$ cat config.mk
export PLATFORM = sky130hd
export DESIGN_NAME = fxp80s_norm_ctrl
export DESIGN_NICKNAME = d
export VERILOG_FILES = /design/src/rtl/fxp80s_pkg.sv /design/src/rtl/fxp_lzc16.sv /design/src/rtl/fxp80s_norm_ctrl.sv
export SDC_FILE = /design/constraint.sdc
export NUM_CORES = 1
export LEC_CHECK = 0
export CORE_UTILIZATION = 45
export CTS_CLUSTER_DIAMETER = 60
export DETAILED_ROUTE_END_ITERATION = 8
export PLACE_DENSITY = 0.76
export SYNTH_ARGS = -nofsm -noshare
export SYNTH_HDL_FRONTEND = slang
export SYNTH_SLANG_ARGS = --single-unit
export TNS_END_PERCENT = 100
$ cat constraint.sdc
create_clock -name clk -period 6.1 [get_ports clk]
set_input_delay 0.61 -clock clk [delete_from_list [all_inputs] [get_ports clk]]
set_output_delay 0.61 -clock clk [all_outputs]
set_load 0.01 [all_outputs]
$ cat src/rtl/fxp80s_pkg.sv
// rtl/fxp80s_pkg.sv - shared fxp80s word format constants and normalisation bundle
package fxp80s_pkg;

  localparam int FXP80S_WIDTH      = 80;
  localparam int FXP80S_SIGN       = 79;
  localparam int FXP80S_MAG_MSB    = 78;
  localparam int FXP80S_LSB_POW    = -48;
  localparam int FXP80S_SHIFT_BITS = 7;
  localparam int FXP80S_EXP_BITS   = 8;

  // Bundle consumed by the shifter wrapper; |exp| <= 78 always fits in 8 signed bits.
  typedef struct packed {
    logic [FXP80S_WIDTH-1:0]             data;
    logic [FXP80S_SHIFT_BITS-1:0]        shift;
    logic                                shift_sign;
    logic signed [FXP80S_EXP_BITS-1:0]   exp;
    logic                                zero;
  } fxp80s_norm_t;

endpackage

$ cat src/rtl/fxp_lzc16.sv
// rtl/fxp_lzc16.sv - combinational 16-bit leading-zero counter with all-zero flag
module fxp_lzc16 (
  input  logic [15:0] data,
  output logic [4:0]  count,
  output logic        zero
);

  always_comb begin
    count = 5'd16;
    for (int i = 0; i < 16; i++) begin
      if (data[i]) count = 5'(15 - i);
    end
  end

  assign zero = ~|data;

endmodule

$ cat src/rtl/fxp80s_norm_ctrl.sv
// rtl/fxp80s_norm_ctrl.sv - two-stage leading-one finder producing shift/exponent for the fxp80s shifter
module fxp80s_norm_ctrl
  import fxp80s_pkg::*;
#(
  parameter int NORM_POS = 78,
  parameter int EXP_W    = 8
) (
  input  logic                     clk,
  input  logic                     rst,
  input  logic                     in_valid,
  output logic                     in_ready,
  input  logic [FXP80S_WIDTH-1:0]  in_data,
  output logic                     out_valid,
  input  logic                     out_ready,
  output logic [FXP80S_WIDTH-1:0]  out_data,
  output logic [FXP80S_WIDTH-1:0]  out_shift,
  output logic                     out_shift_sign,
  output logic [EXP_W-1:0]         out_exp,
  output logic                     out_zero
);

  logic                    s1_valid;
  logic                    s2_valid;
  logic                    s2_can_load;
  logic [FXP80S_WIDTH-1:0] s1_data;
  logic [4:0]              s1_cnt [5];
  logic [4:0]              s1_zero;
  logic [15:0]             grp [5];
  logic [4:0]              grp_cnt [5];
  logic [4:0]              grp_zero;
  fxp80s_norm_t            s2_q;
  fxp80s_norm_t            s2_d;
  logic [6:0]              lzc;
  int                      diff;

  // Top group holds only 15 magnitude bits; padding at the bottom keeps its count exact.
  assign grp[4] = {in_data[FXP80S_MAG_MSB:64], 1'b0};
  assign grp[3] = in_data[63:48];
  assign grp[2] = in_data[47:32];
  assign grp[1] = in_data[31:16];
  assign grp[0] = in_data[15:0];

  for (genvar g = 0; g < 5; g++) begin : g_lzc
    fxp_lzc16 u_lzc (
      .data  (grp[g]),
      .count (grp_cnt[g]),
      .zero  (grp_zero[g])
    );
  end

  assign s2_can_load = ~s2_valid | out_ready;
  assign in_ready    = ~s1_valid | s2_can_load;

  always_comb begin
    lzc = 7'd79;
    if (!s1_zero[4])      lzc = 7'(s1_cnt[4]);
    else if (!s1_zero[3]) lzc = 7'd15 + 7'(s1_cnt[3]);
    else if (!s1_zero[2]) lzc = 7'd31 + 7'(s1_cnt[2]);
    else if (!s1_zero[1]) lzc = 7'd47 + 7'(s1_cnt[1]);
    else if (!s1_zero[0]) lzc = 7'd63 + 7'(s1_cnt[0]);

    // diff > 0 means the leading one sits above NORM_POS and must move right.
    diff = (FXP80S_MAG_MSB - int'(lzc)) - NORM_POS;

    s2_d      = '0;
    s2_d.data = s1_data;
    s2_d.zero = &s1_zero;
    if (!s2_d.zero) begin
      s2_d.shift      = (diff < 0) ? 7'(-diff) : 7'(diff);
      s2_d.shift_sign = (diff > 0);
      s2_d.exp        = 8'(diff);
    end
  end

  always_ff @(posedge clk or posedge rst) begin
    if (rst) begin
      s1_valid <= 1'b0;
      s1_data  <= '0;
      s1_cnt   <= '{default: '0};
      s1_zero  <= '0;
      s2_valid <= 1'b0;
      s2_q     <= '0;
    end else begin
      if (in_ready) begin
        s1_valid <= in_valid;
        if (in_valid) begin
          s1_data <= in_data;
          s1_cnt  <= grp_cnt;
          s1_zero <= grp_zero;
        end
      end
      if (s2_can_load) begin
        s2_valid <= s1_valid;
        if (s1_valid) s2_q <= s2_d;
      end
    end
  end

  assign out_valid      = s2_valid;
  assign out_data       = s2_q.data;
  assign out_shift      = {{(FXP80S_WIDTH-FXP80S_SHIFT_BITS){1'b0}}, s2_q.shift};
  assign out_shift_sign = s2_q.shift_sign;
  assign out_exp        = EXP_W'(s2_q.exp);
  assign out_zero       = s2_q.zero;

endmodule
# After elaboration in Yosys (flattened, before gate mapping)
# Cells that the tools add are included.
[word_totals] regBits=209 inputBits=84
[op_classes] muxes=86 order_cmp=2 n_addsub=7 n_reduce_logical=13 bitwise_logic=4
[op_table] operator="$mux W5" count=79
[op_table] operator="$reduce_or A16 Y1" count=4
[op_table] operator="$mux W7" count=6
[op_table] operator="$mux W16" count=1
[op_table] operator="$reduce_or A15 Y1" count=1
[op_table] operator="$add A6 B5 Y7 const A" count=2
[op_table] operator="$gt A9 B1 Y1 const B" count=1
[op_table] operator="$lt A9 B1 Y1 const B" count=1
[op_table] operator="$sub A8 B8 Y9 const B" count=1
[op_table] operator="$sub A7 B7 Y8 const A" count=1
[op_table] operator="$neg A7 Y7" count=1
[op_table] operator="$add A4 B5 Y6 const A" count=1
[op_table] operator="$add A5 B5 Y6 const A" count=1
[op_table] operator="$logic_not A1 Y1" count=5
[op_table] operator="$reduce_and A5 Y1" count=1
[op_table] operator="$reduce_and A2 Y1" count=2
[op_table] operator="$not A1 Y1" count=2
[op_table] operator="$or A1 B1 Y1" count=2

# Logic depth before layout (Yosys ltp)
[logic_depth] ltp_word=16 ltp_mapped=14 depth_no_buf=13

# Cells and area by module
# From an unflattened synthesis, not the netlist that was laid out.
[unflattened] hier_cells=860 area_unflattened_um2=10363.7
[by_module_without_submodules] mod="fxp80s_norm_ctrl" area_each_um2=9331.4 seq_area_each_um2=5205.0 cells_per_inst=695 instances=1
[by_module_without_submodules] mod="fxp_lzc16" area_each_um2=206.4 seq_area_each_um2=0.0 cells_per_inst=33 instances=5

# Worst setup path after synthesis
# No wires, ideal clock.
[synth_timing] path_kind="flip-flop to flip-flop" from="register s1_cnt[15] (netlist name)" to="register s2_q, in the netlist out_shift[6]" slack_ps=2746 required_ps=5974 path_stages_with_launch=14 setup_ps=126 n_path_buf=1 arrival_ps=3228 path_cell_list="dfrtp_1 > inv_1 > ha_1 > a221oi_1 > o21a_1 > ha_1 > clkbuf_1 > xnor2_1 > ha_1 > or4_1 > nand4_1 > xnor2_1 > and3_1 > a221o_1"
[synth_via] elab_chain_cells=10 elab_cells_between_ends=11
[synth_lines] element="start: declaration" line="fxp80s_norm_ctrl.sv:26" rtl="logic [4:0] s1_cnt [5];"
[synth_lines] element="start signal: assignment" line="fxp80s_norm_ctrl.sv:88" rtl="s1_cnt <= grp_cnt;"
[synth_lines] element="$add A6 B5 Y7 (*)" line="fxp80s_norm_ctrl.sv:59" rtl="else if (!s1_zero[1]) lzc = 7'd47 + 7'(s1_cnt[1]);"
[synth_lines] element="$mux W7 (*)" line="fxp80s_norm_ctrl.sv:59"
[synth_lines] element="$mux W7 (*)" line="fxp80s_norm_ctrl.sv:58" rtl="else if (!s1_zero[2]) lzc = 7'd31 + 7'(s1_cnt[2]);"
[synth_lines] element="$mux W7 (*)" line="fxp80s_norm_ctrl.sv:57" rtl="else if (!s1_zero[3]) lzc = 7'd15 + 7'(s1_cnt[3]);"
[synth_lines] element="$mux W7 (*)" line="fxp80s_norm_ctrl.sv:56" rtl="if (!s1_zero[4]) lzc = 7'(s1_cnt[4]);"
[synth_lines] element="$sub A7 B7 Y8 (*)" line="fxp80s_norm_ctrl.sv:63" rtl="diff = (FXP80S_MAG_MSB - int'(lzc)) - NORM_POS;"
[synth_lines] element="$sub A8 B8 Y9 (*)" line="fxp80s_norm_ctrl.sv:63"
[synth_lines] element="$lt A9 B1 Y1 or $neg A7 Y7 (tied branches)" line="fxp80s_norm_ctrl.sv:69" rtl="s2_d.shift = (diff < 0) ? 7'(-diff) : 7'(diff);"
[synth_lines] element="$mux W7 (*)" line="fxp80s_norm_ctrl.sv:69"
[synth_lines] element="$mux W16 (*)" line="fxp80s_norm_ctrl.sv:68" rtl="if (!s2_d.zero) begin"
[synth_lines] element="end signal: assignment" line="fxp80s_norm_ctrl.sv:82" rtl="s2_q <= '0;"
[synth_lines] element="end signal: assignment" line="fxp80s_norm_ctrl.sv:94" rtl="if (s1_valid) s2_q <= s2_d;"
[synth_lines] element="end: declaration" line="fxp80s_norm_ctrl.sv:31" rtl="fxp80s_norm_t s2_q;"
# Every way passes the cells marked *; elsewhere a longest branch is shown, timed or not.
# A chain may end at the register's enable or synchronous reset.

# Final worst setup path
# Same ends and word-level chain as after synthesis.

==> flow_summary.yaml <==
synthesis:
  yosysSeqAreaShare_pct: 51.9
  synth-warning-count: 0
  synth_ff_type: "dfrtp_1"
  synth_top_area_share_pct: 51.9
  synth_area_um2: 10000
  async_flop_share_pct: 100
  synth_area_leaders: "dfrtp_1 (52%), nand2_1 (9.6%), mux2_2 (9.0%), buf_4 (5.5%), a21oi_1 (1.6%)"
  synth_area_leader_cell: "dfrtp_1"
  yosysUniqueCellTypes: 73
  syn_avg_cell_area_um2: 10.0
  ys_seq_elements: 208
  netlist_instances: 1001
  synth_edf_count: 0
worst_setup_path:
  arrival_ns: 4.10
  path_cells: "inv_1 > ha_1 > a221oi_1 > o21a_1 > ha_1 > inv_1 > a2111oi_0 > mux2i_2 > a311oi_4 > nor2_2 > and3_1 > a221o_1"
  path_class: "reg2reg"
  critPathLaunch: "s1_cnt[15]$_DFFE_PP0P_"
  worstPathRequired_ns: 6.48
  end_kind: "flop"
  cp-start-kind: "flop"
  reg2reg_depth: 12
  r2r-start: "s1_cnt[15]$_DFFE_PP0P_"
  crit_path_top_delay_cell: "a311oi_4"
  crit_fanout: 13
  slowest_delay_ns: 0.49
timing:
  hold_viol_final: 0
  maxSlewViolCount: 0
  layout_setup_ws_ns: 2.37
  slew_headroom_pct: 30.9
  fmax_mhz: 268
  skew_ns: 0.0187
  finalSetupTns_ns: 0
  holdWs_ns: 0.467
  post-route-period-util_pct: 61.1
  tightest_slew_ns: 1.04
  layout_min_cycle_time_ns: 3.73
  setup_viol: 0
  rsz0062_at_grt: "false"
power_and_ir_drop:
  peakVddDrop_mv: 0.224
  internal_power_uw: 2990
  p_sw_share_pct: 28.2
  p_leak_uw: 0.00579
  power_uw: 4160
  p_comb_share_pct: 25.1
  p_clk_share_pct: 32.5
  seqPwrFrac_pct: 42.4
  powerDensity_nw_per_um2: 333
  p_switching_uw: 1170
clocking:
  clock_latency_ns: 0.51
  cts_made_buffers: 23
  clk_transition_reported_paths_ns: 0.06
  clock-sinks: 208
  cts_tree: "yes"
  hold_buffers: 0
  htree_num_levels: 1
  postCtsSetupBuffers: 0
  clockRootBuffer: "clkbuf_16"
  cts_buffer_depth: 3
  cts_resized: 0
place:
  numPortBuffers: 182
  dp_hpwl_um: 15500
  globalplace.congestion: 0.844
  post-place-ws_ns: 2.44
  place_area_um2: 11800
die:
  io_pins: 256
  die_w_um: 151
  dieArea_um2: 22900
  rows: 54
  die_h_um: 151
  start_util_pct: 45.9
  core_area_um2: 21800
global_routing:
  grt_pass1_vias: 7265
  grt_start_max_net_pins: 107
  grt_use_total_pct: 19.9
  grt_pass1_wl_um: 36100
  antenna_found_initial: 0
  overflow: 0
routing:
  ant_nets: 0
  vias: 7498
  drtIter0Drc: 387
  drt-pass1-iter-count: 4
  drc_errors: 0
  drt-vias-per-instance: 5.12
  avgRoutedWirePerCell_um: 15.5
  drt_wl_total_um: 22700
min_path:
  worstHoldStart: "s1_data[50]$_DFFE_PP0P_"
  hold_depth: 2
  min_path_type: "reg2reg"
final_layout:
  drive_above_1_share_pct: 12.1
  syn_to_final_growth_pct: 24.8
  n_antenna_cell: 0
  design_area_um2: 12500
  nets: 1262
job:
  drv_cap: 0
run_status:
  status: "complete, no violations"
-- metal layers --
metal  global-route usage (%)  routed length (µm)  vias to the layer above  share of wire (%)
met3                     3.98                1350                       33                5.9
met2                     33.4               11000                      205                 49
li1                         -                   -                     3600                  -
met4                     5.10                 358                        0                1.6
met5                        0                   0                        -                  0
met1                     26.1                9920                     3660                 44
-- layout by cell type (no fill, tap or decap), types with 3 or more instances in the layout --
cell / Yosys / final
buf_4: 74 / 4
o31a_1: 5 / 5
xnor2_1: 15 / 15
nand2b_1: 7 / 7
or4_1: 3 / 3
o21ai_0: 33 / 33
mux2_2: 80 / 80
nor4_1: 19 / 19
clkbuf_8: 1 / 5
ha_1: 8 / 8
dfrtp_1: 208 / 208
xor2_1: 6 / 6
clkinvlp_4: 0 / 4
o22ai_1: 10 / 10
nand2_1: 255 / 254
clkbuf_1: 24 / 3
a21o_1: 7 / 7
a31oi_1: 4 / 4
o31ai_1: 9 / 9
a41oi_1: 3 / 3
a22o_1: 3 / 3
a21oi_1: 33 / 33
inv_1: 40 / 39
nand4_1: 15 / 15
nand2_4: 1 / 3
conb_1: 1 / 73
o21ai_1: 8 / 8
and3_1: 3 / 3
clkbuf_16: 0 / 23
nor3_1: 22 / 22
o21bai_1: 15 / 15
nor2_1: 23 / 23
nand3_1: 6 / 6
clkdlybuf4s50_1: 0 / 182
-- critical path, delay by kind of cell (launching register included) --
family                   cells  cell delay, ns
flip-flops                   1            0.39
adder cells (fa/ha/maj)      2            0.76
AND/OR/NAND/NOR              2            0.25
AO/OA/AOI/OAI                5            1.83
buffers and inverters        2            0.19
multiplexers                 1            0.19
-- kinds of logic (layout without fill, tap and decap cells) --
logic type	count (synthesis)	after routing	synth area share [%]
other	1	73	0.0374
AND/OR/NAND/NOR	372	372	16.3
adder cells (fa/ha/maj)	8	8	0.999
buffers and inverters	156	268	9.25
XOR/XNOR	21	21	1.84
AO/OA/AOI/OAI	153	153	10.4
flip-flops	208	208	51.9
multiplexers	82	82	9.23
-- cell usage after synthesis (all sizes together) (7+ instances only) --
cell    instances
nand2         257
dfrtp         208
buf            90
mux2           80
inv            41
o21ai          41
a21oi          34
clkbuf         25
nor2           24
nor3           23
nor4           19
nand4          15
o21bai         15
xnor2          15
o22ai          10
o31ai           9
ha              8
a21o            7
nand2b          7
-- worst paths after layout --
path / endpoint / slack, ns
setup / recovery: out_shift[6]$_DFFE_PP0P_ / 2.37
hold / removal: s1_data[50]$_DFFE_PP0P_ / 0.47
setup reg to reg: out_shift[6]$_DFFE_PP0P_ / 2.37
hold reg to reg: s1_data[50]$_DFFE_PP0P_ / 0.47
max in group asynchronous: out_shift[1]$_DFFE_PP0P_ / 4.21
min in group asynchronous: s1_data[42]$_DFFE_PP0P_ / 0.49
-- through the flow --
stage	std cells	utilization [%]
floorplan	1073	-
global route	1465	57.3
global placement	1425	53.9
finish	1465	57.3
CTS	1465	57.3
detailed placement	1425	53.9
-- power groups by stage --
stage | Sequential, µW | Clock, µW | Combinational (µW)
final | 1760 | 1350 | 1040
after global routing | 1800 | 1450 | 1140
after global placement | 1780 | 0 | 1030
after detailed placement | 1790 | 0 | 1050
after CTS | 1760 | 1380 | 1060
after floorplan | 1840 | 0 | 489
-- state kept, by name, summed over array words and instances (netlist names) --
name	flops
out_data	80
out_exp	7
out_shift	7
out_shift_sign	1
out_valid	1
out_zero	1
s1_cnt	25
s1_data	80
s1_valid	1
s1_zero	5
-- cell type report --
type / instances / area (µm²)
Clock buffer: 31 / 656
Clock inverter: 9 / 88.8
Fill cell: 1876 / 9320
Inverter: 41 / 158
Multi-Input combinational cell: 709 / 4170
Sequential cell: 208 / 5200
Tap cell: 280 / 350
Timing Repair Buffer: 187 / 1870
(Power assumes the default switching activity.)
